File: config.mk
export PLATFORM = sky130hd
export DESIGN_NAME = muldiv_seq_flat
export DESIGN_NICKNAME = d
export VERILOG_FILES = /design/src/rtl/muldiv_seq_pkg.sv /design/src/rtl/muldiv_seq_if.sv /design/src/rtl/rca_16b.sv /design/src/rtl/muldiv_seq.sv /design/src/flat_wrapper.sv
export SDC_FILE = /design/constraint.sdc
export NUM_CORES = 1
export LEC_CHECK = 0
export ABC_AREA = 1
export CORE_MARGIN = 2
export CORE_UTILIZATION = 58
export DETAILED_ROUTE_END_ITERATION = 16
export PLACE_DENSITY_LB_ADDON = 0.25
export SETUP_SLACK_MARGIN = 0.05
export SYNTH_ARGS = -nofsm -noshare
export SYNTH_HDL_FRONTEND = slang
export SYNTH_HIERARCHICAL = 1
export SYNTH_SLANG_ARGS = --single-unit
export TNS_END_PERCENT = 1
File: constraint.sdc
create_clock -name clk -period 9 [get_ports clk]
set_clock_uncertainty 0.1 [all_clocks]
set_input_delay 2.25 -clock clk [delete_from_list [all_inputs] [get_ports clk]]
set_output_delay 2.25 -clock clk [all_outputs]
set_load 0.01 [all_outputs]
File: src/rtl/muldiv_seq_pkg.sv
// Shared encodings for the iterative multiply/divide sequencer.
package muldiv_seq_pkg;

  localparam int MD_WIDTH = 16;
  localparam int MD_ITERS = 16;

  typedef enum logic [1:0] {
    MD_MUL   = 2'b00,
    MD_MULHU = 2'b01,
    MD_DIVU  = 2'b10,
    MD_REMU  = 2'b11
  } md_op_e;

  typedef enum logic [1:0] {
    ST_IDLE = 2'b00,
    ST_MUL  = 2'b01,
    ST_DIV  = 2'b10,
    ST_DONE = 2'b11
  } md_state_e;

endpackage

File: src/rtl/muldiv_seq_if.sv
// Start/busy/done handshake and operand/result bus between pipeline control and the sequencer.
interface muldiv_seq_if #(
  parameter int WIDTH = 16
);
  import muldiv_seq_pkg::*;

  logic             start;
  md_op_e           op;
  logic [WIDTH-1:0] a;
  logic [WIDTH-1:0] b;
  logic             flush;
  logic             busy;
  logic             done;
  logic [WIDTH-1:0] res;
  logic             div_by_zero;

  modport master (
    output start, op, a, b, flush,
    input  busy, done, res, div_by_zero
  );

  modport slave (
    input  start, op, a, b, flush,
    output busy, done, res, div_by_zero
  );

endinterface

File: src/rtl/rca_16b.sv
// 16-bit ripple-carry adder; the single adder shared by multiply and divide iterations.
module rca_16b (
  input  logic [15:0] x,
  input  logic [15:0] y,
  input  logic        cin,
  output logic [15:0] sum,
  output logic        cout
);

  always_comb begin : ripple
    logic c;
    c = cin;
    for (int i = 0; i < 16; i++) begin
      sum[i] = x[i] ^ y[i] ^ c;
      c      = (x[i] & y[i]) | (c & (x[i] ^ y[i]));
    end
    cout = c;
  end

endmodule

File: src/rtl/muldiv_seq.sv
// Multi-cycle sequencer: shift-add multiply and restoring divide, 16 iterations on one shared adder.
module muldiv_seq
  import muldiv_seq_pkg::*;
#(
  parameter int WIDTH = 16,
  parameter int CNT_W = 5
) (
  input  logic          clk,
  input  logic          rst,
  muldiv_seq_if.slave   bus
);

  md_state_e        state_q, state_d;
  md_op_e           op_q;
  logic [CNT_W-1:0] cnt_q;
  logic [WIDTH-1:0] a_q, b_q;
  logic [WIDTH-1:0] acc_q, mq_q, acc_d, mq_d;
  logic [WIDTH-1:0] res_q, res_d;
  logic             dbz_q, dbz_d;

  logic             accept, last_iter, b_zero, div_ge;
  logic [WIDTH-1:0] add_x, add_y, add_sum;
  logic             add_cin, add_cout;

  assign last_iter = (cnt_q == CNT_W'(MD_ITERS - 1));
  assign b_zero    = (b_q == '0);

  // NOTE: every variable gets a default first, so no path leaves one unassigned and no latch is inferred.
  always_comb begin
    state_d = state_q;
    accept  = 1'b0;
    unique case (state_q)
      ST_IDLE, ST_DONE: begin
        state_d = ST_IDLE;
        if (bus.start && !bus.flush) begin
          accept  = 1'b1;
          state_d = bus.op[1] ? ST_DIV : ST_MUL;
        end
      end
      ST_MUL: begin
        if (bus.flush)      state_d = ST_IDLE;
        else if (last_iter) state_d = ST_DONE;
      end
      ST_DIV: begin
        if (bus.flush)                state_d = ST_IDLE;
        else if (b_zero || last_iter) state_d = ST_DONE;
      end
    endcase
  end

  // Divide computes {r, q[msb]} - b as add with ~b and carry-in 1; multiply adds a or 0.
  always_comb begin
    add_x   = acc_q;
    add_y   = '0;
    add_cin = 1'b0;
    if (state_q == ST_DIV) begin
      add_x   = {acc_q[WIDTH-2:0], mq_q[WIDTH-1]};
      add_y   = ~b_q;
      add_cin = 1'b1;
    end else if (mq_q[0]) begin
      add_y   = a_q;
    end
  end

  rca_16b u_add (
    .x    (add_x),
    .y    (add_y),
    .cin  (add_cin),
    .sum  (add_sum),
    .cout (add_cout)
  );

  // A set r msb means the shifted partial remainder exceeds 16 bits, so the trial subtract cannot go negative.
  assign div_ge = acc_q[WIDTH-1] | add_cout;

  always_comb begin
    acc_d = acc_q;
    mq_d  = mq_q;
    if (state_q == ST_MUL) begin
      acc_d = {add_cout, add_sum[WIDTH-1:1]};
      mq_d  = {add_sum[0], mq_q[WIDTH-1:1]};
    end else if (state_q == ST_DIV) begin
      if (div_ge) begin
        acc_d = add_sum;
        mq_d  = {mq_q[WIDTH-2:0], 1'b1};
      end else begin
        acc_d = {acc_q[WIDTH-2:0], mq_q[WIDTH-1]};
        mq_d  = {mq_q[WIDTH-2:0], 1'b0};
      end
    end
  end

  always_comb begin
    res_d = res_q;
    dbz_d = 1'b0;
    unique case (op_q)
      MD_MUL, MD_DIVU:  res_d = mq_d;
      MD_MULHU, MD_REMU: res_d = acc_d;
    endcase
    if (state_q == ST_DIV && b_zero) begin
      dbz_d = 1'b1;
      res_d = (op_q == MD_REMU) ? a_q : '1;
    end
  end

  // NOTE: non-blocking assignments, so every register samples pre-edge values regardless of statement order.
  always_ff @(posedge clk or negedge rst) begin
    if (!rst) begin
      // NOTE: the datapath registers are reset too, so res and div_by_zero are defined before the first operation.
      state_q <= ST_IDLE;
      op_q    <= MD_MUL;
      cnt_q   <= '0;
      a_q     <= '0;
      b_q     <= '0;
      acc_q   <= '0;
      mq_q    <= '0;
      res_q   <= '0;
      dbz_q   <= 1'b0;
    end else begin
      state_q <= state_d;
      if (accept) begin
        a_q   <= bus.a;
        b_q   <= bus.b;
        op_q  <= bus.op;
        acc_q <= '0;
        mq_q  <= bus.op[1] ? bus.a : bus.b;
        cnt_q <= '0;
      end else if (state_q == ST_MUL || state_q == ST_DIV) begin
        acc_q <= acc_d;
        mq_q  <= mq_d;
        cnt_q <= cnt_q + CNT_W'(1);
      end
      if (state_d == ST_DONE) begin
        res_q <= res_d;
        dbz_q <= dbz_d;
      end
    end
  end

  assign bus.busy        = (state_q == ST_MUL) || (state_q == ST_DIV);
  assign bus.done        = (state_q == ST_DONE);
  assign bus.res         = res_q;
  assign bus.div_by_zero = dbz_q;

endmodule

File: src/flat_wrapper.sv
// flat-port wrapper written by rule: the top's interface ports become plain ports
module muldiv_seq_flat import muldiv_seq_pkg::*;
#(
  parameter int WIDTH = 16,
  parameter int CNT_W = 5
)
  (clk, rst, bus_start, bus_op, bus_a, bus_b, bus_flush, bus_busy, bus_done, bus_res, bus_div_by_zero);
  muldiv_seq_if #(.WIDTH(WIDTH)) bus_i ();
  input  logic clk;
  input  logic rst;
  input wire logic [$bits(bus_i.start)-1:0] bus_start;
  input wire logic [$bits(bus_i.op)-1:0] bus_op;
  input wire logic [$bits(bus_i.a)-1:0] bus_a;
  input wire logic [$bits(bus_i.b)-1:0] bus_b;
  input wire logic [$bits(bus_i.flush)-1:0] bus_flush;
  output wire logic [$bits(bus_i.busy)-1:0] bus_busy;
  output wire logic [$bits(bus_i.done)-1:0] bus_done;
  output wire logic [$bits(bus_i.res)-1:0] bus_res;
  output wire logic [$bits(bus_i.div_by_zero)-1:0] bus_div_by_zero;
  assign bus_i.start = bus_start;
  assign bus_i.op = bus_op;
  assign bus_i.a = bus_a;
  assign bus_i.b = bus_b;
  assign bus_i.flush = bus_flush;
  assign bus_busy = bus_i.busy;
  assign bus_done = bus_i.done;
  assign bus_res = bus_i.res;
  assign bus_div_by_zero = bus_i.div_by_zero;
  muldiv_seq #(.WIDTH(WIDTH), .CNT_W(CNT_W)) u_core (.clk(clk), .rst(rst), .bus(bus_i));
endmodule
# Word-level counts from Yosys, hierarchy flattened
# Cells that the tools add are included.
[totals] register_bits=90 inputBits=38 output_inout_bits=19 elab_cells=142
[op_classes] addsub=1 eq_ne=8 n_mux=30 bitwise_logic=82 n_reduce_logical=12
[op_table] cell="$mux 16" count=15
[op_table] cell="$and 1x1->1" count=32
[op_table] cell="$pmux 16 s2" count=1
[op_table] cell="$xor 1x1->1" count=32
[op_table] cell="$or 1x1->1" count=17
[op_table] cell="$logic_not 16->1" count=1
[op_table] cell="$not 16->16" count=1
[op_table] cell="$mux 2" count=6
[op_table] cell="$eq 2x2->1 const B" count=5
[op_table] cell="$mux 5" count=2
[op_table] cell="$pmux 2 s3" count=1
[op_table] cell="$reduce_or 2->1" count=3
[op_table] cell="$add 5x1->5 const B" count=1
[op_table] cell="$eq 5x4->1 const B" count=1
[op_table] cell="$mux 1" count=5
[op_table] cell="$eq 2x1->1 const B" count=2
[op_table] cell="$logic_not 2->1" count=2
[op_table] cell="$logic_and 1x1->1" count=2
[op_table] cell="$logic_or 1x1->1" count=2
[op_table] cell="$reduce_bool 2->1" count=1
[op_table] cell="$logic_not 1->1" count=1

# Logic depth before layout (Yosys ltp)
[logic_depth] word_depth=41 ltp_mapped=40

# By module
# The synthesis kept the hierarchy.
[by_module_without_submodules] module="muldiv_seq" instances=1 cells_per_inst=828 area_each_um2=5616.6
[by_module_without_submodules] module="rca_16b" instances=1 cells_per_inst=26 area_each_um2=357.8

# Least setup slack after synthesis
# Ideal clock, no wire load.
[synth_path] kind="reg2reg" from="register u_core.state_q[0]" to="register u_core.res_q[1], in the netlist u_core/bus.res[1]" setup_ps=118 t_arrival_ps=7939 required_ps=8782 slack_ps=844 path_stages_with_launch=41 n_path_buf=3 path_cell_list="dfrtp_1 -> inv_1 -> ha_1 -> buf_4 -> inv_2 -> buf_2 -> nand2_1 -> o22ai_1 -> fa_1 -> inv_1 -> fa_1 -> inv_1 -> fa_1 -> fa_1 -> fa_1 -> fa_1 -> fa_1 -> fa_1 -> (+5 left out) -> fa_1 -> fa_1 -> inv_1 -> fa_1 -> inv_1 -> inv_1 -> nand2_2 -> nand2_2 -> buf_2 -> nand2_1 -> nand2_1 -> nand2_1 -> nand2_1 -> nand2_1 -> nand2_1 -> nand2_1 -> nand3_1 -> nand2_1"
[synth_lines] item="from (decl)" line_no="muldiv_seq.sv:13" text="md_state_e state_q, state_d;"
[synth_lines] item="from (signal assigned)" line_no="muldiv_seq.sv:120" text="state_q <= state_d;"
[synth_lines] item="$eq 2x2->1" line_no="muldiv_seq.sv:56" text="if (state_q == ST_DIV) begin"
[synth_lines] item="$mux 1" line_no="muldiv_seq.sv:56"
[synth_lines] item="via u_core.add_cin" line_no="muldiv_seq.sv:23" text="logic add_cin, add_cout;"
[synth_lines] item="$and 1x1->1" line_no="rca_16b.sv:15" text="c = (x[i] & y[i]) | (c & (x[i] ^ y[i]));"
[synth_lines] item="$or 1x1->1" line_no="rca_16b.sv:15"
[synth_lines] item="$and 1x1->1" line_no="rca_16b.sv:15"
[synth_lines] item="$or 1x1->1" line_no="rca_16b.sv:15"
[synth_lines] item="$and 1x1->1" line_no="rca_16b.sv:15"
[synth_lines] item="(+26 left out)"
[synth_lines] item="$or 1x1->1" line_no="rca_16b.sv:15"
[synth_lines] item="via u_core.add_cout" line_no="muldiv_seq.sv:23"
[synth_lines] item="$or 1x1->1" line_no="muldiv_seq.sv:74" text="assign div_ge = acc_q[WIDTH-1] | add_cout;"
[synth_lines] item="$mux 16" line_no="muldiv_seq.sv:83" text="if (div_ge) begin"
[synth_lines] item="$mux 16" line_no="muldiv_seq.sv:82" text="end else if (state_q == ST_DIV) begin"
[synth_lines] item="$mux 16" line_no="muldiv_seq.sv:79" text="if (state_q == ST_MUL) begin"
[synth_lines] item="$pmux 16 s2" line_no="muldiv_seq.sv:96" text="unique case (op_q)"
[synth_lines] item="$mux 16" line_no="muldiv_seq.sv:100" text="if (state_q == ST_DIV && b_zero) begin"
[synth_lines] item="to (signal assigned)" line_no="muldiv_seq.sv:134" text="res_q <= res_d;"
[synth_lines] item="to (decl)" line_no="muldiv_seq.sv:18" text="logic [WIDTH-1:0] res_q, res_d;"
# The timed path passes the listed nets, and every way through them passes these cells.
# A chain may end at the register's enable or synchronous reset.

# Final worst setup path
[layout_path] from="register u_core.state_q[0]" to="register u_core.res_q[8], in the netlist u_core/bus.res[8]"
# Same word-level chain as after synthesis.

==> results by group <==
Global route
  • Vias in the first global route: approximately 5500
  • All-Layer GR Usage: between 30% and 40%
  • Antenna violations before repair: 0
  • Total grt overflow: 0
  • Largest net degree at the start of global routing: just under 80
  • First-pass GRT wire length: about 29000 um

STA
  • Hold slack: between 300 and 400 ps
  • Post-route setup slack: ~410 ps
  • Worst-margin pin slew: roughly 1300 ps
  • F_max: about 120 MHz
  • Final Max Tran Viols: 0
  • Min Tclk post-route: 8590 ps
  • RSZ-0062 raised after global routing: no
  • TNS Setup: 0 ps
  • Hold Fails Final Rpt: 0
  • Tcrit/Tclk final: a little over nine tenths
  • Relative slew slack: 13.1%
  • Final setup violation count: 0

Synthesis
  • #FFs+latches synth: 90
  • Synthesized area per cell: 7.00 um^2
  • Mapped Cells: ~850
  • Post-synth ARST share: 100%
  • Synth Warn #: 6
  • EDFF count, synth: 0
  • Top cell type's share of synthesized area: between 30% and 40%
  • Cell taking the most area after synthesis: dfrtp_1
  • Post-synthesis cell type count: 34
  • Synthesized cell area: about 6000 um^2
  • Top FF cell, synth: dfrtp_1
  • Syn_nets: a little over 900
  • Sequential area share after synthesis: 37.7%
  • Synth top area cells: dfrtp_1 (38%), nand2_1 (21%), inv_1 (6.0%)

Pwr
  • Worst IR Drop VDD: between 0.1 and 0.15 mV
  • Pwr Density: between 200 and 250 nW/um^2
  • Flop pwr share: about two fifths
  • Internal: about 0.86 mW
  • Leakage: ~3.3 nW
  • Sw power: between 0.5 and 0.6 mW
  • Clock share of power: 20.3%
  • Comb pwr share: 39.2%
  • Switch share: 40.2%
  • Total power: 1.44 mW

Critical path
  • Crit path DAT: about 9000 ps
  • Worst Setup SP: u_core/state_q[0]$_DFF_PN0_
  • Max incr delay on CP: roughly 440 ps
  • Startpoint Class: flop
  • CP max FO: 19
  • Slowest-stage cell, CP: fa_1
  • Critical Path RT: between 9000 and 10000 ps
  • Kind of critical path: reg -> reg
  • CP bufs+invs: 9
  • Worst R2R Start: u_core/state_q[0]$_DFF_PN0_
  • Most used cell, CP: fa_1
  • Cell family with most CP delay: adder cells
  • CP Capture Type: flop

Finish
  • Synth-to-layout area growth: 12.8%
  • Most frequent cells in the layout: nand2_1 (332), inv_1 (95), dfrtp_1 (90)
  • Commonest non-fill, non-tap cell in the layout: nand2_1
  • Final cell count without fillers: about 1000
  • Diode count: 0
  • Final core utilization: around 66%
  • Final non-filler cell area: between 6000 and 7000 um^2
  • Final net count: 940
  • Layout cell share with drive strength beyond 1: 6.43%

Floorplan
  • Die width: approximately 110 um
  • Core ar.: 10100 um^2
  • I/O Pins: 57
  • Site Rows: 37
  • Die ar.: roughly 11000 um^2
  • Initial core utilization: 58.9%
  • Die Ht: between 100 and 150 um

Routing
  • Post-Route WL: between 15000 and 20000 um
  • Post-route ant nets: 0
  • DRC Markers: 0
  • Router iterations before antenna repair: 5
  • DR vias/cell: approximately 5.8
  • Via count: between 5000 and 6000
  • Routed len/inst: between 15 and 20 um
  • Number of DRC markers in iteration 0: just over 600

CTS
  • CTS Hold Buffers Added: 0
  • CTS HTree Levels: 3
  • CTS tree: built
  • Largest buffer count on any clock path: 2
  • Reg clk slew, reported paths: 100 ps
  • Worst-Skew Late Latency: roughly 370 ps
  • Postcts setup bufs: 0
  • Num CTS Buffers: 9
  • CTS Root Cell: clkbuf_8
  • Clock sinks: 90

Placed design
  • GPL Wtd Cong: 0.933
  • Pre-CTS WS: 481 ps
  • I/O Buffers: between 50 and 60
  • HPWL after DPL: 12400 um
  • Placed inst area: approximately 6500 um^2
  • Inst Count DP: just over 1000

Job
  • MaxCap Viol Count: 0

Status
  • Status: completed

Hold path
  • Worst Min Path Start: u_core/bus.res[1]$_DFFE_PN0N_
  • Hold Crit Class: reg -> reg
## synthesized netlist by cell type, types with 5 or more instances
cell type,n
a21oi_1,33
a31oi_1,9
buf_2,22
buf_4,7
clkbuf_1,14
dfrtp_1,90
fa_1,16
ha_1,5
inv_1,95
inv_2,5
nand2_1,332
nand2_2,9
nand3_1,41
nor2_1,31
o211ai_1,8
o21ai_0,68
o21ai_2,5
o22a_1,5
o22ai_1,30
or2_2,5
## layout make-up
| type | instances | area [um^2] |
|---|---|---|
| clock buffer | 13 | 159 |
| inverter | 101 | 382 |
| tap | 136 | 170 |
| multi-input combinational | 614 | 3100 |
| clock inverter | 3 | 47.5 |
| timing repair buffer | 65 | 626 |
| fill | 913 | 3400 |
| sequential | 90 | 2250 |
## flip-flops by register name, indices dropped and copies added, names as in the netlist
signal,count
u_core/a_q,16
u_core/acc_q,16
u_core/b_q,16
u_core/bus.div_by_zero,1
u_core/bus.res,16
u_core/cnt_q,5
u_core/mq_q,16
u_core/op_q,2
u_core/state_q,2
## worst register-to-register path: cells and delay by family (launching register included)
family                   cells  cell delay, ps
adder cells (fa/ha/maj)     17            6120
AND/OR/NAND/NOR              8             670
buffers and inverters        9             930
AO/OA/AOI/OAI                2             270
flip-flops                   1             430
## layer usage
metal	vias up	wire length [um]	share of wire (%)	track usage [%]
li1	2768	-	-	-
met1	2734	7350	42	47.9
met2	363	7670	44	48.8
met3	35	1840	11	5.26
met4	0	484	2.8	13.6
met5	-	0	0	0
## kinds of logic (layout without fill, tap and decap cells)
kind of cell,Yosys count,count (layout),share of synthesized area [%]
DFF,90,90,37.7
and+or+nand+nor,431,431,29.7
AOI/OAI and AO/OA,162,162,15.5
buffers and inverters,150,182,10.7
adders and majority gates,21,21,6.41
## power groups by stage
| stage | combinational [mW] | sequential (mW) | clock (mW) |
|---|---|---|---|
| 2_1_floorplan | 0.370 | 0.567 | 0 |
| 3_3_place_gp | 0.539 | 0.581 | 0 |
| 3_5_place_dp | 0.548 | 0.586 | 0 |
| 4_1_cts | 0.553 | 0.579 | 0.299 |
| 5_1_grt | 0.632 | 0.591 | 0.316 |
| 6_report | 0.564 | 0.581 | 0.292 |
## path summary, 6_finish.rpt
path                                             endpoint  slack [ps]  cells after the start
setup / recovery            u_core/bus.res[8]$_DFFE_PN0N_         410                     36
hold / removal              u_core/bus.res[1]$_DFFE_PN0N_         400                      2
setup reg to reg            u_core/bus.res[8]$_DFFE_PN0N_         410                     36
hold reg to reg             u_core/bus.res[1]$_DFFE_PN0N_         400                      2
max in group asynchronous     u_core/cnt_q[4]$_DFFE_PN0P_        5970                      2
min in group asynchronous  u_core/bus.res[13]$_DFFE_PN0N_        1760                      1
## timing repair
item | 4_1_cts | 5_1_grt
resized for setup | 0 | 4
endpoints found under the hold margin | 0 | 0
endpoints found under the setup margin | 0 | 13
Power figures use the tool's default switching activity.
